[src/rtl/instr_fetch_if.sv]
// Fetch-stage bus bundle: instruction memory port, decode-side control
// (stall/branch) and the IF/ID pipeline register outputs.
//   master : the fetch stage (drives pcout, ifid_*, halted, fetch_count)
//   slave  : memory/decode side (drives instruction, stall, branch_*)
interface instr_fetch_if;
    logic [15:0] pcout;
    logic [15:0] instruction;
    logic        stall;
    logic        branch_taken;
    logic [15:0] branch_target;
    logic [15:0] ifid_instr;
    logic [15:0] ifid_pc;
    logic        ifid_valid;
    logic        halted;
    logic [15:0] fetch_count;

    modport master (
        output pcout, ifid_instr, ifid_pc, ifid_valid, halted, fetch_count,
        input  instruction, stall, branch_taken, branch_target
    );

    modport slave (
        input  pcout, ifid_instr, ifid_pc, ifid_valid, halted, fetch_count,
        output instruction, stall, branch_taken, branch_target
    );
endinterface

[src/rtl/instr_fetch.sv]
// Instruction fetch stage: owns the PC, reads the instruction memory
// combinationally and captures the word into the IF/ID register. Handles
// decode stalls, branch redirect with a one-bubble flush and halt on the
// terminator word or an out-of-range PC.
// Ports:
//   clk   : clock, rising-edge
//   reset : synchronous active-high reset
//   bus   : instr_fetch_if.master (memory port, stall/branch in, IF/ID out)
module instr_fetch #(
    parameter logic [15:0] RESET_PC  = 16'h0000,
    parameter int unsigned PC_STEP   = 2,
    parameter logic [15:0] MAX_ADDR  = 16'd54,
    parameter logic [15:0] HALT_WORD = 16'h0000
) (
    input  logic          clk,
    input  logic          reset,
    instr_fetch_if.master bus
);
    localparam int unsigned W = 16;

    typedef enum logic [1:0] {
        S_WAIT = 2'd0,
        S_RUN  = 2'd1,
        S_HALT = 2'd2
    } state_t;

    state_t         state_q, state_d;
    logic [W-1:0]   pc_q, pc_d;
    logic [W-1:0]   instr_q, instr_d;
    logic [W-1:0]   ipc_q, ipc_d;
    logic           valid_q, valid_d;
    logic           halted_q, halted_d;
    logic [W-1:0]   count_q, count_d;

    // State and output registers
    always_ff @(posedge clk) begin
        if (reset) begin
            state_q  <= S_WAIT;
            pc_q     <= RESET_PC;
            instr_q  <= '0;
            ipc_q    <= '0;
            valid_q  <= 1'b0;
            halted_q <= 1'b0;
            count_q  <= '0;
        end else begin
            state_q  <= state_d;
            pc_q     <= pc_d;
            instr_q  <= instr_d;
            ipc_q    <= ipc_d;
            valid_q  <= valid_d;
            halted_q <= halted_d;
            count_q  <= count_d;
        end
    end

    // Next state: branch > stall > range/halt check > normal fetch
    always_comb begin
        state_d  = state_q;
        pc_d     = pc_q;
        instr_d  = instr_q;
        ipc_d    = ipc_q;
        valid_d  = valid_q;
        halted_d = halted_q;
        count_d  = count_q;

        case (state_q)
            S_WAIT: begin
                // Memory settle cycle: no capture, PC held
                state_d = S_RUN;
            end
            S_RUN: begin
                if (bus.branch_taken) begin
                    pc_d    = {bus.branch_target[W-1:1], 1'b0};
                    valid_d = 1'b0;
                end else if (bus.stall) begin
                    // hold everything
                end else if (pc_q > MAX_ADDR || bus.instruction == HALT_WORD) begin
                    // PC stays at the halt address; halt word is never latched
                    state_d  = S_HALT;
                    halted_d = 1'b1;
                    valid_d  = 1'b0;
                end else begin
                    instr_d = bus.instruction;
                    ipc_d   = pc_q;
                    valid_d = 1'b1;
                    pc_d    = pc_q + W'(PC_STEP);
                    if (count_q != {W{1'b1}}) begin
                        count_d = count_q + W'(1);
                    end
                end
            end
            S_HALT: begin
                // only reset leaves
            end
            default: begin
                state_d = S_WAIT;
            end
        endcase
    end

    assign bus.pcout       = pc_q;
    assign bus.ifid_instr  = instr_q;
    assign bus.ifid_pc     = ipc_q;
    assign bus.ifid_valid  = valid_q;
    assign bus.halted      = halted_q;
    assign bus.fetch_count = count_q;
endmodule

[src/flat_wrapper.sv]
// flat-port wrapper written by rule: the top's interface ports become plain ports
module instr_fetch_flat 
#(
    parameter logic [15:0] RESET_PC  = 16'h0000,
    parameter int unsigned PC_STEP   = 2,
    parameter logic [15:0] MAX_ADDR  = 16'd54,
    parameter logic [15:0] HALT_WORD = 16'h0000
)
  (clk, reset, bus_pcout, bus_ifid_instr, bus_ifid_pc, bus_ifid_valid, bus_halted, bus_fetch_count, bus_instruction, bus_stall, bus_branch_taken, bus_branch_target);
  instr_fetch_if bus_i ();
  input  logic clk;
  input  logic reset;
  output wire logic [$bits(bus_i.pcout)-1:0] bus_pcout;
  output wire logic [$bits(bus_i.ifid_instr)-1:0] bus_ifid_instr;
  output wire logic [$bits(bus_i.ifid_pc)-1:0] bus_ifid_pc;
  output wire logic [$bits(bus_i.ifid_valid)-1:0] bus_ifid_valid;
  output wire logic [$bits(bus_i.halted)-1:0] bus_halted;
  output wire logic [$bits(bus_i.fetch_count)-1:0] bus_fetch_count;
  input wire logic [$bits(bus_i.instruction)-1:0] bus_instruction;
  input wire logic [$bits(bus_i.stall)-1:0] bus_stall;
  input wire logic [$bits(bus_i.branch_taken)-1:0] bus_branch_taken;
  input wire logic [$bits(bus_i.branch_target)-1:0] bus_branch_target;
  assign bus_pcout = bus_i.pcout;
  assign bus_ifid_instr = bus_i.ifid_instr;
  assign bus_ifid_pc = bus_i.ifid_pc;
  assign bus_ifid_valid = bus_i.ifid_valid;
  assign bus_halted = bus_i.halted;
  assign bus_fetch_count = bus_i.fetch_count;
  assign bus_i.instruction = bus_instruction;
  assign bus_i.stall = bus_stall;
  assign bus_i.branch_taken = bus_branch_taken;
  assign bus_i.branch_target = bus_branch_target;
  instr_fetch #(.RESET_PC(RESET_PC), .PC_STEP(PC_STEP), .MAX_ADDR(MAX_ADDR), .HALT_WORD(HALT_WORD)) u_core (.clk(clk), .reset(reset), .bus(bus_i));
endmodule
[config.mk]
export PLATFORM = sky130hd
export DESIGN_NAME = instr_fetch_flat
export DESIGN_NICKNAME = d
export VERILOG_FILES = /design/src/rtl/instr_fetch_if.sv /design/src/rtl/instr_fetch.sv /design/src/flat_wrapper.sv
export SDC_FILE = /design/constraint.sdc
export NUM_CORES = 1
export LEC_CHECK = 0
export BUFFER_PORTS_ARGS = -buffer_cell sky130_fd_sc_hd__clkbuf_2
export CAP_MARGIN = 20
export CORE_MARGIN = 2
export CORE_UTILIZATION = 50
export CTS_BUF_LIST = sky130_fd_sc_hd__clkbuf_4 sky130_fd_sc_hd__clkbuf_8 sky130_fd_sc_hd__clkbuf_16
export DETAILED_ROUTE_END_ITERATION = 8
export HOLD_SLACK_MARGIN = 0.03
export PLACE_DENSITY = 0.81
export SLEW_MARGIN = 15
export SYNTH_ARGS = -nofsm -noshare
export SYNTH_HDL_FRONTEND = slang
export SYNTH_SLANG_ARGS = --single-unit
[constraint.sdc]
create_clock -name clk -period 2.3 [get_ports clk]
set_input_delay 0.115 -clock clk [delete_from_list [all_inputs] [get_ports clk]]
set_output_delay 0.115 -clock clk [all_outputs]
set_load 0.02 [all_outputs]
==> out/results.ini, run 1 <==
[status]
status=finished, final reports clean

[finish]
drive_gt1_share_pct=30.15
fin_area_mm2=0.003925
syn2layout_area_growth_pct=32.81
nFillCells=507
final_common_cell=clkbuf_2
diodes=0
mostFrequentLayoutCells=clkbuf_2 (98), dfxtp_1 (66), nand2_1 (56)
nets=504

[yosys]
async_flop_share_pct=0
synth_area_mm2=0.002955
yosys-top-cells-area=dfxtp_1 (45%), a21oi_1 (7.1%), nand2_1 (7.1%), nor2_1 (2.5%), o31ai_1 (2.5%)
yosysTopAreaCell=dfxtp_1
synth-main-ff-cell=dfxtp_1
avgSynthCellArea_um2=8.468
yosysWarnings=0
netlist_instances=349
synth.distinct_cells=54
synth_seq_cells=66
synth-seq-area-share_pct=44.71
synth_edf_count=0
synth_top_area_share_pct=44.71

[critical_path]
crit_end=u_core.bus.fetch_count[1]
critical_path_depth=8
critPathMaxFanout=22
reg2reg_depth=5
crit_type=input pin to flip-flop
path_delay_family=simple AND/OR/NAND/NOR gates
rr_startpoint=u_core.bus.pcout[6]
startpoint=bus_instruction[10]
crit_required_ns=2.50
slowest_delay_ns=0.53
end_kind=flip-flop
rr_endpoint=u_core.bus.fetch_count[13]
critPathArrivalTime_ns=2.40
slowest_stage=dlygate4sd3_1
worstPathCellList=dlygate4sd3_1 -> clkbuf_2 -> nor4_1 -> nand4_2 -> and3_2 -> buf_4 -> nand3b_1 -> a21oi_1
startpoint_type=input pin
rrSetupSlack_ns=0.19
crit_buf_inv=3

[route]
drc=0
dr.pass1.iters=4
vias=3073
antenna_left=0
wirelength_mm=8.081
drt_iter0_drc=199
route.detailed.wl_per_inst_um=14.80
via_per_inst=5.628

[min_path]
hold_start=bus_branch_target[8]
hold_class=input pin to flip-flop

[global_routing]
grt_usage_pct=25.23
grt_overflow=0
grt_max_degree=26
grt_pass1_vias=2851
grt_pass1_wl_mm=13.02
antenna_found_initial=0

[sta]
report.final.slew_viol_count=0
setup_viol=0
hold_violations=0
fin_setup_tns_ns=0
worst_slew_pin_slew_ns=0.5995
timing.final.crit_share_pct=95.33
rsz0062_at_grt=false
max_slew_margin_pct=59.89
fin_crit_ns=2.193
final.setup_skew_ns=0.006785
timing.fmax_mhz=456.1

[placement]
dp_hpwl_mm=5.343
gp_congestion=0.9035
dpl_cell_area_mm2=0.003517
numPortBuffers=98

[floorplanning]
initial_utilization_pct=50.82
coreArea_mm2=0.005816
dieArea_mm2=0.006542
die_h_um=80.88
rows=28
die_w_um=80.88
ioPinCount=102

[power_and_ir_drop]
p_per_area_mw_per_mm2=685.5
peakVddDrop_mv=0.5532
leakagePower_nw=1.581

[run]
cap_violations=0

[clocking]
clockRootBuffer=clkbuf_8
tritoncts=built
worstSkewPairLatency_ns=0.33
clockBufferDepth=2
post_cts_buffers=0
htree_levels=3
cts_inserted_buffers=9
clk_pin_slew_worst_paths_ns=0.08
cts.sinks=66

[final cells by class]
| class | instances | area (µm²) | share of cell area [%] |
|---|---|---|---|
| clock buffers | 10 | 131.4 | 3.347 |
| clock inverters | 6 | 90.09 | 2.295 |
| inverters | 5 | 18.77 | 0.4782 |
| multi-input cells | 257 | 1516 | 38.64 |
| flip-flops and latches | 66 | 1321 | 33.66 |
| well taps | 75 | 93.84 | 2.391 |
| repair buffers | 127 | 753.2 | 19.19 |
[stage by stage]
step / hold slack [ns] / setup WS [ns] / util, % / power (mW) / instances
after floorplan: 0.2510 / 0.3908 / - / 1.468 / 350
after global placement: 0.3529 / 0.2771 / 60.48 / 1.583 / 512
after detailed placement: 0.3592 / 0.2584 / 60.48 / 1.593 / 512
after CTS: 0.03238 / 0.1034 / 67.38 / 2.701 / 546
after global routing: 0.06520 / 0.01287 / 67.49 / 2.808 / 546
final: 0.03742 / 0.1073 / 67.49 / 2.691 / 546
[registers in the layout, summed over array words and instances, names as in the netlist]
register,count
u_core.bus.ifid_instr,16
u_core.bus.pcout,15
u_core.state_q,2
u_core.bus.halted,1
u_core.bus.fetch_count,16
u_core.bus.ifid_pc,15
u_core.bus.ifid_valid,1
[power by group]
group	switching [mW]	internal, mW	leakage [nW]
sequential	0.0441	1.18	0.534
combinational	0.228	0.151	0.936
clock	0.463	0.627	0.110
[Yosys cell counts, types with 3 or more instances]
master	instances
mux2i_1	5
a22oi_1	3
and4_1	5
nor4_1	7
nor2_1	20
nand4_1	6
dfxtp_1	66
nor3_1	3
o22ai_1	4
and2_1	11
nor2b_1	3
a21oi_1	42
nand2_1	56
a211oi_1	7
o21ai_0	12
o31ai_1	10
or3_1	4
clkbuf_1	10
inv_1	5
or4_1	8
nand3_1	12
buf_2	9
[routing by layer]
layer,track usage [%],up-vias,wire (µm)
li1,-,1502,-
met1,31.63,1436,3473
met2,42.23,121,3899
met3,5.333,14,546
met4,10.17,0,161
met5,0,-,0
[worst min-delay path by stage]
stage	endpoint	slack, ns	cells after the start
6_report	u_core.bus.pcout[8]	0.04	3
3_5_place_dp	u_core.bus.ifid_instr[3]	0.36	3
5_1_grt	u_core.bus.pcout[8]	0.07	3
4_1_cts	u_core.bus.pcout[8]	0.03	3
3_3_place_gp	u_core.bus.ifid_instr[7]	0.35	3
2_1_floorplan	u_core.bus.ifid_instr[0]	0.25	2
[what timing repair did]
item,CTS,global route
hold buffers,18,0
gates resized for setup,0,1
endpoints found under the setup margin,0,2
hold endpoints to repair,18,0
[worst register-to-register path, stage by stage (launching register included)]
cell     delay (ns)
dfxtp_1        0.36
nor4_2         0.36
and4_1         0.43
nand2_2        0.17
nor4_1         0.32
mux2_2         0.36
[logic make-up (layout without fill, tap and decap cells)]
group | count (synthesis) | in the layout | share of synthesized area [%]
compound gates | 89 | 89 | 18.42
fa+ha+maj | 2 | 2 | 0.8466
buf+inv | 27 | 148 | 4.318
flops | 66 | 66 | 44.71
mux | 7 | 7 | 2.456
other cells | 1 | 2 | 0.1269
simple gates | 157 | 157 | 29.13
No activity file was read; power rests on OpenSTA's default activity.
==> inputs of run 2 (changes only) <==
--- a/config.mk
+++ b/config.mk
@@ -12,7 +12,8 @@
 export CTS_BUF_LIST = sky130_fd_sc_hd__clkbuf_4 sky130_fd_sc_hd__clkbuf_8 sky130_fd_sc_hd__clkbuf_16
 export DETAILED_ROUTE_END_ITERATION = 8
 export HOLD_SLACK_MARGIN = 0.03
-export PLACE_DENSITY = 0.81
+export MAX_ROUTING_LAYER = met4
+export PLACE_DENSITY = 0.8
 export SLEW_MARGIN = 15
 export SYNTH_ARGS = -nofsm -noshare
 export SYNTH_HDL_FRONTEND = slang
==> run 2 against run 1 <==
- die area unchanged
- highest routed layer unchanged
- largest cell class unchanged
- total power is 9.6% lower
- combinational power down 4%
==> out/results.ini, run 2 (synthesis gave the netlist of run 1 again) <==
[floorplanning]
ioPinCount=102  ; unchanged
die_w_um=80.88  ; unchanged
initial_utilization_pct=50.82  ; unchanged
rows=28  ; unchanged
coreArea_mm2=0.005816  ; unchanged
dieArea_mm2=0.006542  ; unchanged
die_h_um=80.88  ; unchanged

[clocking]
clk_pin_slew_worst_paths_ns=0.07  ; was 0.08 ns
cts_inserted_buffers=9  ; unchanged
clockRootBuffer=clkbuf_8  ; unchanged
post_cts_buffers=0  ; unchanged
tritoncts=built  ; unchanged
cts.sinks=66  ; unchanged
worstSkewPairLatency_ns=0.33  ; about the same
htree_levels=3  ; unchanged
clockBufferDepth=2  ; unchanged

[power_and_ir_drop]
seqPwrFrac_pct=50.3  ; was 45.4%
p_int_mw=1.733  ; was 1.956 mW
p_switching_uw=700.2  ; was 734.6 µW
combPwrFrac_pct=15.0  ; was 14.1%
peakVddDrop_mv=0.4786  ; was 0.5532 mV
clkPwrFrac_pct=34.7  ; was 40.5%
leakagePower_nw=1.546  ; was 1.581 nW
p_per_area_mw_per_mm2=631.8  ; was 685.5 mW/mm²
p_sw_share_pct=28.78  ; was 27.30%

[sta]
setup_viol=0  ; unchanged
fin_crit_ns=2.125  ; was 2.193 ns
final.setup_skew_ns=0.006918  ; was 0.006785 ns
rsz0062_at_grt=false  ; unchanged
timing.fmax_mhz=470.5  ; was 456.1 MHz
timing.final.crit_share_pct=92.41  ; was 95.33%
timing.final.ws_setup_ns=0.1747  ; was 0.1073 ns
report.final.slew_viol_count=0  ; unchanged
max_slew_margin_pct=59.10  ; was 59.89%
worst_slew_pin_slew_ns=0.6113  ; was 0.5995 ns
hold_violations=0  ; unchanged
fin_setup_tns_ns=0  ; unchanged

[route]
via_per_inst=5.670  ; was 5.628
drc=0  ; unchanged
antenna_left=0  ; unchanged
drt_iter0_drc=118  ; was 199
wirelength_mm=7.890  ; was 8.081 mm
vias=3079  ; was 3073
dr.pass1.iters=4  ; unchanged
route.detailed.wl_per_inst_um=14.53  ; was 14.80 µm

[placement]
dp_hpwl_mm=5.217  ; was 5.343 mm
numPortBuffers=98  ; unchanged
gp_congestion=0.8820  ; was 0.9035
dp_slack_ns=0.1991  ; was 0.2584 ns

[global_routing]
grt_pass1_wl_mm=12.52  ; was 13.02 mm
grt_usage_pct=25.24  ; was 25.23%
grt_overflow=0  ; unchanged
antenna_found_initial=0  ; unchanged
grt_max_degree=42  ; was 26
grt_pass1_vias=2792  ; was 2851

[critical_path]
crit_required_ns=2.52  ; was 2.50 ns
end_kind=flip-flop  ; unchanged
crit_type=flip-flop to flip-flop  ; was input pin to flip-flop
critPathMaxFanout=10  ; was 22
critPathArrivalTime_ns=2.35  ; was 2.40 ns
startpoint_type=flip-flop  ; was input pin

[finish]
mostFrequentLayoutCells=clkbuf_2 (98), dfxtp_1 (66), nand2_1 (56)  ; unchanged
diodes=0  ; unchanged
nFillCells=520  ; was 507
drive_gt1_share_pct=29.70  ; was 30.15%
nets=501  ; was 504
syn2layout_area_growth_pct=30.31  ; was 32.81%
final_common_cell=clkbuf_2  ; unchanged

[run]
cap_violations=0  ; unchanged

[status]
status=finished, final reports clean  ; unchanged

[min_path]
hold_class=input pin to flip-flop  ; unchanged

==> run 2: cell types whose count changed in the layout (fill, tap and decap cells not counted), sizes merged <==
cell    delta
clkbuf     +1
inv        -1
clkinv     +2
bufinv     -2
buf        -3
==> run 2: layout make-up <==
type | count | area [µm²] | area share, %
Multi-Input combinational cell | 257 | 1516 | 39.38
Sequential cell | 66 | 1321 | 34.31
Timing Repair Buffer | 124 | 730.7 | 18.97
Clock buffer | 11 | 138.9 | 3.606
Tap cell | 75 | 93.84 | 2.437
Clock inverter | 5 | 31.28 | 0.8122
Inverter | 5 | 18.77 | 0.4873
==> run 2: path summary, 6_finish.rpt <==
kind	to	startpoint	slack (ns)	cells after the start
max	u_core.bus.fetch_count[13]	u_core.bus.pcout[10]	0.17	5
min	u_core.bus.pcout[8]	bus_branch_target[8]	0.06	3
max reg2reg	u_core.bus.fetch_count[13]	u_core.bus.pcout[10]	0.17	5
min reg2reg	u_core.bus.ifid_pc[2]	u_core.bus.ifid_pc[2]	0.46	2
==> run 2: power by group through the flow <==
stage	clock network (mW)	logic (mW)	registers (mW)
after floorplan	0	0.192	1.28
after global placement	0	0.326	1.25
after detailed placement	0	0.333	1.25
after CTS	0.870	0.361	1.22
after global routing	0.927	0.395	1.23
final	0.845	0.364	1.22
==> run 2: critical path, stage by stage, from the launching register on <==
cell and delay [ns]:
dfxtp_1 0.38, nor4_4 0.29, and4_1 0.41, nand2_2 0.22, nor4_1 0.35, mux2_2 0.37
==> run 2: routing by layer <==
| layer | GRT usage (%) | vias to the layer above | wire (µm) |
|---|---|---|---|
| li1 | - | 1498 | - |
| met1 | 30.92 | 1426 | 3382 |
| met2 | 40.00 | 138 | 3790 |
| met3 | 6.111 | 17 | 569 |
| met4 | 10.34 | 0 | 147 |
| met5 | - | - | 0 |
==> run 2: metrics by stage <==
stage | hold WS [ns] | cells | cell area [µm²] | power (mW) | utilization [%]
2_1_floorplan | 0.2510 | 350 | 2959 | 1.468 | -
3_3_place_gp | 0.3533 | 509 | 3495 | 1.572 | 60.09
3_5_place_dp | 0.3574 | 509 | 3495 | 1.581 | 60.09
4_1_cts | 0.04563 | 543 | 3845 | 2.453 | 66.11
5_1_grt | 0.06213 | 543 | 3851 | 2.553 | 66.22
6_report | 0.06396 | 543 | 3851 | 2.433 | 66.22
==> run 2: repair_timing <==
action                     in CTS  in global routing
hold buffers                   18                  0
hold endpoints to repair       18                  0
setup endpoints to repair       0                  4
gates resized for setup         0                  1
==> inputs of run 3 (changes only) <==
--- a/config.mk
+++ b/config.mk
@@ -13,7 +13,7 @@
 export DETAILED_ROUTE_END_ITERATION = 8
 export HOLD_SLACK_MARGIN = 0.03
 export MAX_ROUTING_LAYER = met4
-export PLACE_DENSITY = 0.8
+export PLACE_DENSITY = 0.89
 export SLEW_MARGIN = 15
 export SYNTH_ARGS = -nofsm -noshare
 export SYNTH_HDL_FRONTEND = slang
==> run 3 against run 2 <==
- wire length is 1.8% higher
- via count is 0.58% higher
- clock power increased by 38%
- largest cell class unchanged
- critical path depth grew 3
- critical path type is now input pin to flip-flop
- sequential cell count is the same
==> out/results.ini, run 3 (synthesis gave the netlist of run 1 again) <==
[critical_path]
end_kind=flip-flop  ; unchanged
rr_startpoint=u_core.bus.fetch_count[2]  ; was u_core.bus.pcout[10]
startpoint_type=input pin  ; was flip-flop
critPathArrivalTime_ns=2.49  ; was 2.35 ns
rrSetupSlack_ns=0.20  ; was 0.17 ns
startpoint=bus_instruction[0]  ; was u_core.bus.pcout[10]
slowest_stage=dlygate4sd3_1  ; was and4_1
crit_top_cell=nor4_1
critPathMaxFanout=25  ; was 10
slowest_delay_ns=0.55  ; was 0.41 ns
crit_type=input pin to flip-flop  ; was flip-flop to flip-flop
crit_required_ns=2.52  ; about the same
worstPathCellList=dlygate4sd3_1 -> clkbuf_2 -> nor4_1 -> nand4_2 -> nand3_4 -> buf_4 -> nor4_1 -> or2_2  ; was nor4_4 -> and4_1 -> nand2_2 -> nor4_1 -> mux2_2

[route]
vias=3097  ; was 3079
wirelength_mm=8.035  ; was 7.890 mm
dr.pass1.iters=4  ; unchanged
wl_met1_mm=3.440  ; was 3.382 mm
route.detailed.wl_per_inst_um=14.80  ; was 14.53 µm
wl_met3_um=518  ; was 569 µm
antenna_left=0  ; unchanged
drt_iter0_drc=184  ; was 118
via_per_inst=5.703  ; was 5.670
route.met2.wl_mm=3.901  ; was 3.790 mm
drc=0  ; unchanged
highest_layer=met4  ; unchanged

[run]
cap_violations=0  ; unchanged

[floorplanning]
ioPinCount=102  ; unchanged
dieArea_mm2=0.006542  ; unchanged
rows=28  ; unchanged
coreArea_mm2=0.005816  ; unchanged
initial_utilization_pct=50.82  ; unchanged
die_h_um=80.88  ; unchanged
die_w_um=80.88  ; unchanged

[sta]
final.setup_skew_ns=0.007604  ; was 0.006918 ns
timing.fmax_mhz=441.9  ; was 470.5 MHz
worst_slew_pin_slew_ns=0.6361  ; was 0.6113 ns
rsz0062_at_grt=false  ; unchanged
timing.final.crit_share_pct=98.39  ; was 92.41%
max_slew_margin_pct=57.44  ; was 59.10%
hold_violations=0  ; unchanged
fin_crit_ns=2.263  ; was 2.125 ns
fin_setup_tns_ns=0  ; unchanged
setup_viol=0  ; unchanged
report.final.slew_viol_count=0  ; unchanged
timing.final.ws_setup_ns=0.03713  ; was 0.1747 ns

[clocking]
clockRootBuffer=clkbuf_8  ; unchanged
cts.sinks=66  ; unchanged
worstSkewPairLatency_ns=0.34  ; was 0.33 ns
clk_pin_slew_worst_paths_ns=0.07  ; about the same
htree_levels=3  ; unchanged
cts_inserted_buffers=9  ; unchanged
tritoncts=built  ; unchanged
clockBufferDepth=2  ; unchanged

[global_routing]
grt_pass1_wl_mm=12.99  ; was 12.52 mm
antenna_found_initial=0  ; unchanged
grt_overflow=0  ; unchanged
grt_usage_pct=26.10  ; was 25.24%
grt_pass1_vias=2793  ; was 2792
grt_max_degree=40  ; was 42

[placement]
post-place-cells=508  ; was 509
dpl_cell_area_mm2=0.003487  ; was 0.003495 mm²
dp_hpwl_mm=5.368  ; was 5.217 mm
numPortBuffers=98  ; unchanged
gp_congestion=0.8950  ; was 0.8820
dp_slack_ns=0.2057  ; was 0.1991 ns

[power_and_ir_drop]
clkPwrFrac_pct=42.2  ; was 34.7%
seqPwrFrac_pct=44.3  ; was 50.3%
p_switching_uw=711.5  ; was 700.2 µW
p_per_area_mw_per_mm2=703.2  ; was 631.8 mW/mm²
finalPower_mw=2.765  ; was 2.433 mW
p_sw_share_pct=25.73  ; was 28.78%
combPwrFrac_pct=13.5  ; was 15.0%
leakagePower_nw=1.580  ; was 1.546 nW
peakVddDrop_mv=0.3410  ; was 0.4786 mV
p_int_mw=2.054  ; was 1.733 mW

[finish]
nets=501  ; unchanged
fin_area_mm2=0.003933  ; was 0.003851 mm²
drive_gt1_share_pct=29.91  ; was 29.70%
final_common_cell=clkbuf_2  ; unchanged
mostFrequentLayoutCells=clkbuf_2 (98), dfxtp_1 (66), nand2_1 (56)  ; unchanged
syn2layout_area_growth_pct=33.07  ; was 30.31%
instances_no_fill=543  ; unchanged
diodes=0  ; unchanged

[min_path]
hold_start=bus_branch_target[5]  ; was bus_branch_target[8]
hold_class=input pin to flip-flop  ; unchanged

[status]
status=finished, final reports clean  ; unchanged

-- run 3: final cells by class --
cell class / count / area (µm²)
clock inverters: 6 / 105.1
fillers: 525 / 1883
inverters: 5 / 18.77
flip-flops and latches: 66 / 1321
multi-input cells: 257 / 1529
clock buffers: 10 / 131.4
repair buffers: 124 / 733.2
well taps: 75 / 93.84
-- run 3: power groups by stage --
stage                     Combinational [mW]  Clock (mW)  Sequential (mW)
after floorplan                        0.192           0             1.28
after global placement                 0.330           0             1.25
after detailed placement               0.338           0             1.25
after CTS                              0.365        1.18             1.22
after global routing                   0.404        1.25             1.23
final                                  0.373        1.17             1.22
-- run 3: repair_timing --
action                                  CTS  global route
hold endpoints to repair                 19             0
hold buffers                             19             0
gates resized for setup                   0             3
buffers inserted                          0             0
endpoints found under the setup margin    0             2
-- run 3: metrics by stage --
stage	hold WS [ns]	utilization, %
6_report	0.09510	67.62
3_3_place_gp	0.3528	59.96
2_1_floorplan	0.2510	-
4_1_cts	0.09213	67.30
5_1_grt	0.1034	67.62
3_5_place_dp	0.3608	59.96
-- run 3: path summary, 6_finish.rpt --
| path | endpoint | cells after the start |
|---|---|---|
| worst max-delay path | u_core.bus.fetch_count[12] | 8 |
| worst min-delay path | u_core.bus.pcout[5] | 3 |
| worst max register to register | u_core.bus.fetch_count[13] | 5 |
| worst min register to register | u_core.state_q[0] | 1 |
-- run 3: per-layer routing --
layer / up-vias / track usage (%)
met2: 122 / 41.16
met1: 1460 / 32.55
li1: 1496 / -
met5: - / -
met3: 19 / 5.444
met4: 0 / 10.85
-- run 3: worst max-delay path: cells and delay by family --
kind,cells,cell delay [ns]
buffers and inverters,3,0.98
and+or+nand+nor,5,1.39
